<file path="src/rtl/pipe_stage_skid_pkg.sv">
// Shared pipeline definitions: skid-stage occupancy states and the 32-bit NOP encoding.
package pipe_stage_skid_pkg;

  typedef enum logic [1:0] {
    ST_EMPTY = 2'd0,
    ST_HALF  = 2'd1,
    ST_FULL  = 2'd2
  } skid_state_e;

  // RV32I addi x0,x0,0 used as the canonical pipeline NOP.
  localparam logic [31:0] NOP_INSN = 32'h0000_0013;

  function automatic logic [1:0] state_occupancy(input skid_state_e st);
    logic [1:0] occ;
    case (st)
      ST_EMPTY: occ = 2'd0;
      ST_HALF:  occ = 2'd1;
      ST_FULL:  occ = 2'd2;
      default:  occ = 2'd0;
    endcase
    return occ;
  endfunction

endpackage

</file>
<file path="src/rtl/pipe_stage_skid.sv">
// Pipeline register with a one-entry skid buffer; inReady is registered so that
// downstream stalls never reach upstream combinationally.
module pipe_stage_skid #(
  parameter int DATA_W      = 64,
  parameter bit ZERO_BUBBLE = 1'b1
) (
  input  logic              clk,
  input  logic              rstN,
  input  logic              inValid,
  input  logic [DATA_W-1:0] inData,
  output logic              inReady,
  output logic              outValid,
  output logic [DATA_W-1:0] outData,
  input  logic              outReady,
  input  logic              flush,
  output logic [1:0]        occupancy
);
  import pipe_stage_skid_pkg::*;

  skid_state_e       state_r;
  skid_state_e       state_nxt_s;
  logic [DATA_W-1:0] main_r;
  logic [DATA_W-1:0] main_nxt_s;
  logic [DATA_W-1:0] main_load_s;
  logic [DATA_W-1:0] skid_r;
  logic [DATA_W-1:0] skid_nxt_s;
  logic              in_ready_r;
  logic              out_valid_r;
  logic [1:0]        occ_r;
  logic              in_xfer_s;
  logic              out_xfer_s;

  assign in_xfer_s  = inValid & in_ready_r;
  assign out_xfer_s = out_valid_r & outReady;

  // Next-state and payload routing; flush overrides any transfer.
  always_comb begin
    state_nxt_s = state_r;
    main_load_s = main_r;
    skid_nxt_s  = skid_r;
    if (flush) begin
      state_nxt_s = ST_EMPTY;
    end else begin
      case (state_r)
        ST_EMPTY: begin
          if (in_xfer_s) begin
            state_nxt_s = ST_HALF;
            main_load_s = inData;
          end else begin
            state_nxt_s = ST_EMPTY;
          end
        end
        ST_HALF: begin
          if (in_xfer_s && out_xfer_s) begin
            state_nxt_s = ST_HALF;
            main_load_s = inData;
          end else if (out_xfer_s) begin
            state_nxt_s = ST_EMPTY;
          end else if (in_xfer_s) begin
            state_nxt_s = ST_FULL;
            skid_nxt_s  = inData;
          end else begin
            state_nxt_s = ST_HALF;
          end
        end
        ST_FULL: begin
          if (out_xfer_s) begin
            state_nxt_s = ST_HALF;
            main_load_s = skid_r;
          end else begin
            state_nxt_s = ST_FULL;
          end
        end
        default: begin
          state_nxt_s = ST_EMPTY;
        end
      endcase
    end
  end

  // Empty stage presents an all-zero bubble unless the last beat is to be held.
  always_comb begin
    main_nxt_s = main_load_s;
    if (ZERO_BUBBLE && (state_nxt_s == ST_EMPTY)) begin
      main_nxt_s = '0;
    end else begin
      main_nxt_s = main_load_s;
    end
  end

  // State, payload and registered handshake outputs.
  always_ff @(posedge clk or negedge rstN) begin
    if (!rstN) begin
      state_r     <= ST_EMPTY;
      main_r      <= '0;
      skid_r      <= '0;
      in_ready_r  <= 1'b1;
      out_valid_r <= 1'b0;
      occ_r       <= 2'd0;
    end else begin
      state_r     <= state_nxt_s;
      main_r      <= main_nxt_s;
      skid_r      <= skid_nxt_s;
      in_ready_r  <= (state_nxt_s != ST_FULL);
      out_valid_r <= (state_nxt_s != ST_EMPTY);
      occ_r       <= state_occupancy(state_nxt_s);
    end
  end

  assign inReady   = in_ready_r;
  assign outValid  = out_valid_r;
  assign outData   = main_r;
  assign occupancy = occ_r;

endmodule

</file>
<file path="config.mk">
export PLATFORM = sky130hd
export DESIGN_NAME = pipe_stage_skid
export DESIGN_NICKNAME = d
export VERILOG_FILES = /design/src/rtl/pipe_stage_skid_pkg.sv /design/src/rtl/pipe_stage_skid.sv
export SDC_FILE = /design/constraint.sdc
export NUM_CORES = 1
export LEC_CHECK = 0
export CAP_MARGIN = 10
export CORE_MARGIN = 1.5
export CORE_UTILIZATION = 46
export DETAILED_ROUTE_END_ITERATION = 16
export GPL_TIMING_DRIVEN = 1
export PLACE_DENSITY = 0.74
export SETUP_SLACK_MARGIN = 0.15
export SKIP_LAST_GASP = 1
export SYNTH_ARGS = -nofsm -noshare
export SYNTH_HDL_FRONTEND = slang
export SYNTH_SLANG_ARGS = --single-unit
</file>
<file path="constraint.sdc">
create_clock -name clk -period 1.4 [get_ports clk]
set_input_delay 0.28 -clock clk [delete_from_list [all_inputs] [get_ports clk]]
set_output_delay 0.28 -clock clk [all_outputs]
set_load 0.03 [all_outputs]
</file>
==> impl_metrics.py, run 1 <==
metrics = {
    "setup_path": {
        "crit_required_ns": 1.69,
        "critPathCaptureType": "flip-flop",
        "critPathMaxFanout": 9,
        "start_kind": "flip-flop",
        "crit_arrival_ns": 2.02,
        "worstSetupPathType": "reg2reg",
    },
    "detailed_routing": {
        "drt_wl_total_um": 18400,
        "drt_iter0_markers": 381,
        "wl_per_cell_um": 20.0,
        "drc": 0,
        "ant_nets": 0,
        "viasPerCell": 5.65,
        "dr.pass1.iters": 4,
        "dr_total_vias": 5177,
    },
    "cells_and_area": {
        "area_growth_pct": 54.0,
        "final_cell_mix": "nand2_1 (130), dfrtp_1 (130), buf_6 (73)",
        "final_nets": 797,
        "n_antenna_cell": 0,
        "drive_gt1_frac": 0.459,
        "design_area_um2": 9630,
        "fin_util": 0.727,
        "layoutNonFillerInstCount": 917,
    },
    "outcome": {
        "violations": "negative setup slack",
        "outcome": "finished, violations left",
    },
    "yosys": {
        "synth_cells": 526,
        "ys_warn_count": 0,
        "synth-edff-count": 0,
        "muxShareOfSynthArea": 0.117,
        "synth_top_area_cell": "dfrtp_1",
        "avgSynthCellArea_um2": 11.9,
        "ys_types": 25,
        "async_flop_share": 1.00,
        "ys_seq_elements": 134,
        "yosysTopAreaCellShare": 0.532,
        "yosys.area_share.simple": 0.137,
        "syn_nets": 595,
        "synth_top_family_by_area": "compound AO/OA/AOI/OAI gates",
        "synth_compound_area_frac": 0.163,
        "synthAdderAreaFrac": 0,
        "synth_xor_area_frac": 0,
        "synthTopCellsByArea": "dfrtp_1 (53%), a311oi_2 (14%), mux2_2 (12%)",
        "ys.flop_type": "dfrtp_1",
        "synth_area_um2": 6250,
        "ys_seq_area_frac": 0.537,
    },
    "grt": {
        "met1_usage": 0.291,
        "grtUsageTotal": 0.240,
        "grt_overflow_total": 0,
        "grt_pass1_wl_um": 26300,
        "grt_pass1_vias": 5060,
        "top_usage_layer": "met2",
        "grt_max_degree": 37,
        "grt_use_met2": 0.417,
        "grt_use_met3": 0.0585,
        "antenna_found_initial": 0,
    },
    "power_and_ir_drop": {
        "power_leakage_nw": 4.23,
        "share_comb_of_total_power": 0.295,
        "vdd_drop_max_mv": 0.927,
        "finalPower_mw": 14.5,
        "pwr-share-clk": 0.319,
        "p_seq_frac": 0.386,
        "p_sw_mw": 4.31,
        "switching_share": 0.297,
        "p_int_mw": 10.2,
        "pwr_density_cell_nw_per_um2": 1510,
    },
    "cts": {
        "clock_latency_ns": 0.42,
        "cts-root-buf": "clkbuf_16",
        "cts.sinks": 134,
        "cts_tree": "yes",
        "cts_buffer_depth": 2,
        "clkTransAtPathRegs_ns": 0.05,
        "cts_buffers": 17,
        "cts_max_level": 4,
    },
    "placement": {
        "io_buffer_count": 136,
        "dpl.cell_count": 820,
        "pre_cts_ws_ns": -0.618,
        "gp_congestion": 0.793,
        "dp_hpwl_um": 9710,
        "placed_area_um2": 7960,
    },
    "timing": {
        "fin_skew_ns": 0.0121,
        "worst_slew_pin_slew_ns": 0.368,
        "setup_ws_ns": -0.327,
        "final.setup.tns_ns": -35.78,
        "min_period_ns": 1.73,
        "rsz0062_at_grt": "yes",
        "timing.final.crit_share": 1.23,
        "finalHoldViolCount": 0,
        "hold_ws_ns": 0.339,
        "setup_viol": 134,
        "max_freq_mhz": 579,
        "relSlewSlack": 0.754,
        "drv_slew": 0,
    },
    "floorplanning": {
        "start_util": 0.472,
        "die_area_um2": 14300,
        "core-area_um2": 13200,
        "chipHeight_um": 120,
        "rows": 42,
        "io_pins": 137,
        "die_x_um": 120,
    },
    "run": {
        "cap_violations": 0,
    },
    "min_path": {
        "hold_class": "in2async",
    },
}
[metal layers]
layer  part of all wire  wire [um]
met3              0.064       1170
met1               0.39       7130
met2               0.53       9700
met4              0.020        364
met5                  0          0
[power by group through the flow]
stage / clock network [mW] / registers, mW / logic, mW
6_report: 4.63 / 5.61 / 4.29
2_1_floorplan: 0 / 5.83 / 2.00
3_5_place_dp: 0 / 5.55 / 3.52
3_3_place_gp: 0 / 5.49 / 3.40
5_1_grt: 4.87 / 5.70 / 4.57
4_1_cts: 4.64 / 5.53 / 3.92
[worst max-delay path, cell delays in order (launching register included)]
cell and delay [ns]:
dfstp_2 0.52, buf_4 0.11, nand2_2 0.10, nor2_4 0.11
nand4b_1 0.11, buf_6 0.20, clkbuf_16 0.19, mux2_2 0.28
[synth_stat cells (2+ instances only)]
cell type / count
o21ba_2: 2
a311oi_1: 4
clkbuf_1: 11
dfrtp_1: 133
buf_6: 6
nand2_1: 131
mux2_2: 65
buf_4: 3
a221oi_1: 2
nor2_1: 3
a311oi_2: 60
nor3_1: 64
buf_2: 30
[path summary, 6_finish.rpt]
check	start	to	slack, ns	depth (start not counted)
min in group clk	inData[15]	outData[15]	0.47	3
worst min register to register	skid_r[19]	skid_r[19]	0.50	1
worst max-delay path	inReady	skid_r[25]	-0.33	7
worst max register to register	inReady	skid_r[25]	-0.33	7
max in group asynchronous	rstN	outData[30]	0.54	3
worst min-delay path	rstN	outData[9]	0.34	2
[kinds of logic (layout without fill, tap and decap cells)]
logic type             after synthesis  in the layout
AO/OA/AOI/OAI                       73             73
flip-flops                         134            134
multiplexers                        65             65
buffers and inverters               51            266
AND/OR/NAND/NOR                    203            203
[sequential cells by signal (all words and copies together) (netlist names)]
register	cells
occupancy	2
outData	64
state_r	2
outValid	1
inReady	1
skid_r	64
[layout make-up]
cell class | count | area (um2)
sequential | 134 | 3360
multi-input combinational | 341 | 2710
inverter | 1 | 3.75
timing repair buffer | 233 | 2720
clock inverter | 8 | 120
fill | 906 | 3620
clock buffer | 24 | 492
tap | 176 | 220
[what timing repair did]
action | in CTS | in global routing
pin swaps | 12 | 13
resized for setup | 465 | 34
cloned | 6 | 11
hold buffers | 1 | 0
setup buffers | 17 | 30
hold endpoints to repair | 30 | 0
endpoints found under the setup margin | 202 | 199
Note: power is estimated with default switching activity, not from simulation.
==> run 2, diff against run 1 <==
--- a/config.mk
+++ b/config.mk
@@ -10,7 +10,7 @@
 export CORE_UTILIZATION = 46
 export DETAILED_ROUTE_END_ITERATION = 16
 export GPL_TIMING_DRIVEN = 1
-export PLACE_DENSITY = 0.74
+export PLACE_DENSITY = 0.87
 export SETUP_SLACK_MARGIN = 0.15
 export SKIP_LAST_GASP = 1
 export SYNTH_ARGS = -nofsm -noshare
==> impl_metrics.py, run 2 (synthesized netlist as in run 1, its figures left out) <==
metrics = {
    "cells_and_area": {
        "n_antenna_cell": 0,
        "drive_gt1_frac": 0.457,
        "area_growth_pct": 52.2,
        "final_cell_mix": "dfrtp_1 (132), nand2_1 (129), buf_6 (76)",
        "mostFrequentLayoutCell": "dfrtp_1",
        "final_nets": 795,
    },
    "timing": {
        "setup_viol": 131,
        "finalHoldViolCount": 0,
        "min_period_ns": 1.74,
        "fin_skew_ns": 0.00699,
        "timing.final.crit_share": 1.24,
        "drv_slew": 0,
        "relSlewSlack": 0.705,
        "rsz0062_at_grt": "yes",
        "worst_slew_pin_slew_ns": 0.443,
        "max_freq_mhz": 575,
        "final.setup.tns_ns": -36.05,
        "setup_ws_ns": -0.340,
    },
    "cts": {
        "cts_buffers": 17,
        "cts.sinks": 134,
        "clkTransAtPathRegs_ns": 0.06,
        "cts_buffer_depth": 2,
        "cts-root-buf": "clkbuf_16",
        "clock_latency_ns": 0.42,
        "cts_max_level": 4,
        "cts_tree": "yes",
    },
    "setup_path": {
        "path_buf_inv": 3,
        "critPathMaxStageDelay_ns": 0.55,
        "crit_required_ns": 1.72,
        "critPathCaptureType": "flip-flop",
        "crit_arrival_ns": 2.06,
        "start_kind": "flip-flop",
        "critPathMaxFanout": 5,
        "worst-path-stages": 7,
        "worstSetupStartpoint": "inReady",
        "worstSetupPathType": "reg2reg",
        "crit_top_cell": "buf_6",
        "cp_cell_sequence": "nand3b_1, a21oi_4, buf_6, buf_6, clkbuf_16, nor3_1, a311oi_2",
        "r2r-start": "inReady",
        "reg2reg_depth": 7,
        "r2r_end": "outData[12]",
        "slowest_stage": "dfstp_2",
        "r2r_slack_ns": -0.34,
        "cp_top_family": "flip-flops",
        "endpoint": "outData[12]",
    },
    "grt": {
        "grt_max_degree": 42,
        "grt_pass1_wl_um": 26700,
        "grt_use_met2": 0.417,
        "grtUsageTotal": 0.242,
        "met1_usage": 0.288,
        "grt_use_met3": 0.0556,
        "grt_overflow_total": 0,
        "top_usage_layer": "met2",
        "grt_pass1_vias": 5306,
        "antenna_found_initial": 0,
    },
    "floorplanning": {
        "chipHeight_um": 120,
        "io_pins": 137,
        "die_x_um": 120,
        "rows": 42,
        "start_util": 0.472,
        "core-area_um2": 13200,
        "die_area_um2": 14300,
    },
    "placement": {
        "gp_congestion": 0.802,
        "io_buffer_count": 136,
        "dp_hpwl_um": 10600,
    },
    "power_and_ir_drop": {
        "pwr_density_cell_nw_per_um2": 1510,
        "power_leakage_nw": 4.19,
        "finalPower_mw": 14.3,
        "vdd_drop_max_mv": 1.11,
    },
    "detailed_routing": {
        "wl_per_cell_um": 20.3,
        "drc": 0,
        "ant_nets": 0,
        "dr.pass1.iters": 5,
        "viasPerCell": 5.71,
        "dr_total_vias": 5227,
        "drt_iter0_markers": 377,
        "drt_wl_total_um": 18600,
    },
    "min_path": {
        "hold_class": "in2async",
    },
    "outcome": {
        "outcome": "finished, violations left",
        "violations": "negative setup slack",
    },
    "run": {
        "cap_violations": 0,
    },
}
==> run 2: cell types whose count changed in the layout (fill, tap and decap cells not counted), sizes merged <==
cell,previous run,this run
clkinv,3,4
clkbuf,33,30
==> run 2: repair_timing <==
action	4_1_cts	5_1_grt
buffers inserted	20	22
hold buffers	1	0
resized for setup	455	34
pin swaps	3	7
gates cloned	4	9
endpoints found under the hold margin	32	0
endpoints found under the setup margin	200	199
==> run 2: stage by stage <==
step | utilization | setup slack [ns] | hold slack [ns] | instances | area, um2
after floorplan | - | -0.200 | -0.0156 | 526 | 6380
after global placement | 0.606 | -0.538 | 0.226 | 827 | 8020
after detailed placement | 0.606 | -0.587 | 0.230 | 827 | 8020
after CTS | 0.683 | -0.306 | 0.367 | 884 | 9040
after global routing | 0.718 | -0.395 | 0.372 | 915 | 9510
final | 0.718 | -0.340 | 0.351 | 915 | 9510
==> run 2: power by group <==
part | switching (mW) | internal (mW)
combinational | 2.00 | 2.21
sequential | 0.661 | 4.95
clock | 1.65 | 2.88
total | 4.31 | 10.0
==> run 2: worst min-delay path by stage <==
stage,to,slack [ns],depth (start not counted)
floorplan,occupancy[0],-0.02,0
global placement,skid_r[61],0.23,1
detailed placement,skid_r[62],0.23,1
CTS,outData[13],0.37,2
global route,outData[13],0.37,2
finish,outData[13],0.35,2
==> run 2: layout make-up <==
cell class	instances	area, um2
Fill cell	891	3730
Sequential cell	134	3360
Multi-Input combinational cell	341	2700
Timing Repair Buffer	231	2640
Clock buffer	23	468
Tap cell	176	220
Clock inverter	9	125
Inverter	1	3.75
==> run 2: per-layer routing <==
| layer | share of wire | routed length, um | up-vias |
|---|---|---|---|
| li1 | - | - | 2308 |
| met1 | 0.38 | 7120 | 2671 |
| met2 | 0.53 | 9880 | 208 |
| met3 | 0.061 | 1130 | 40 |
| met4 | 0.024 | 442 | 0 |
| met5 | 0 | 0 | - |
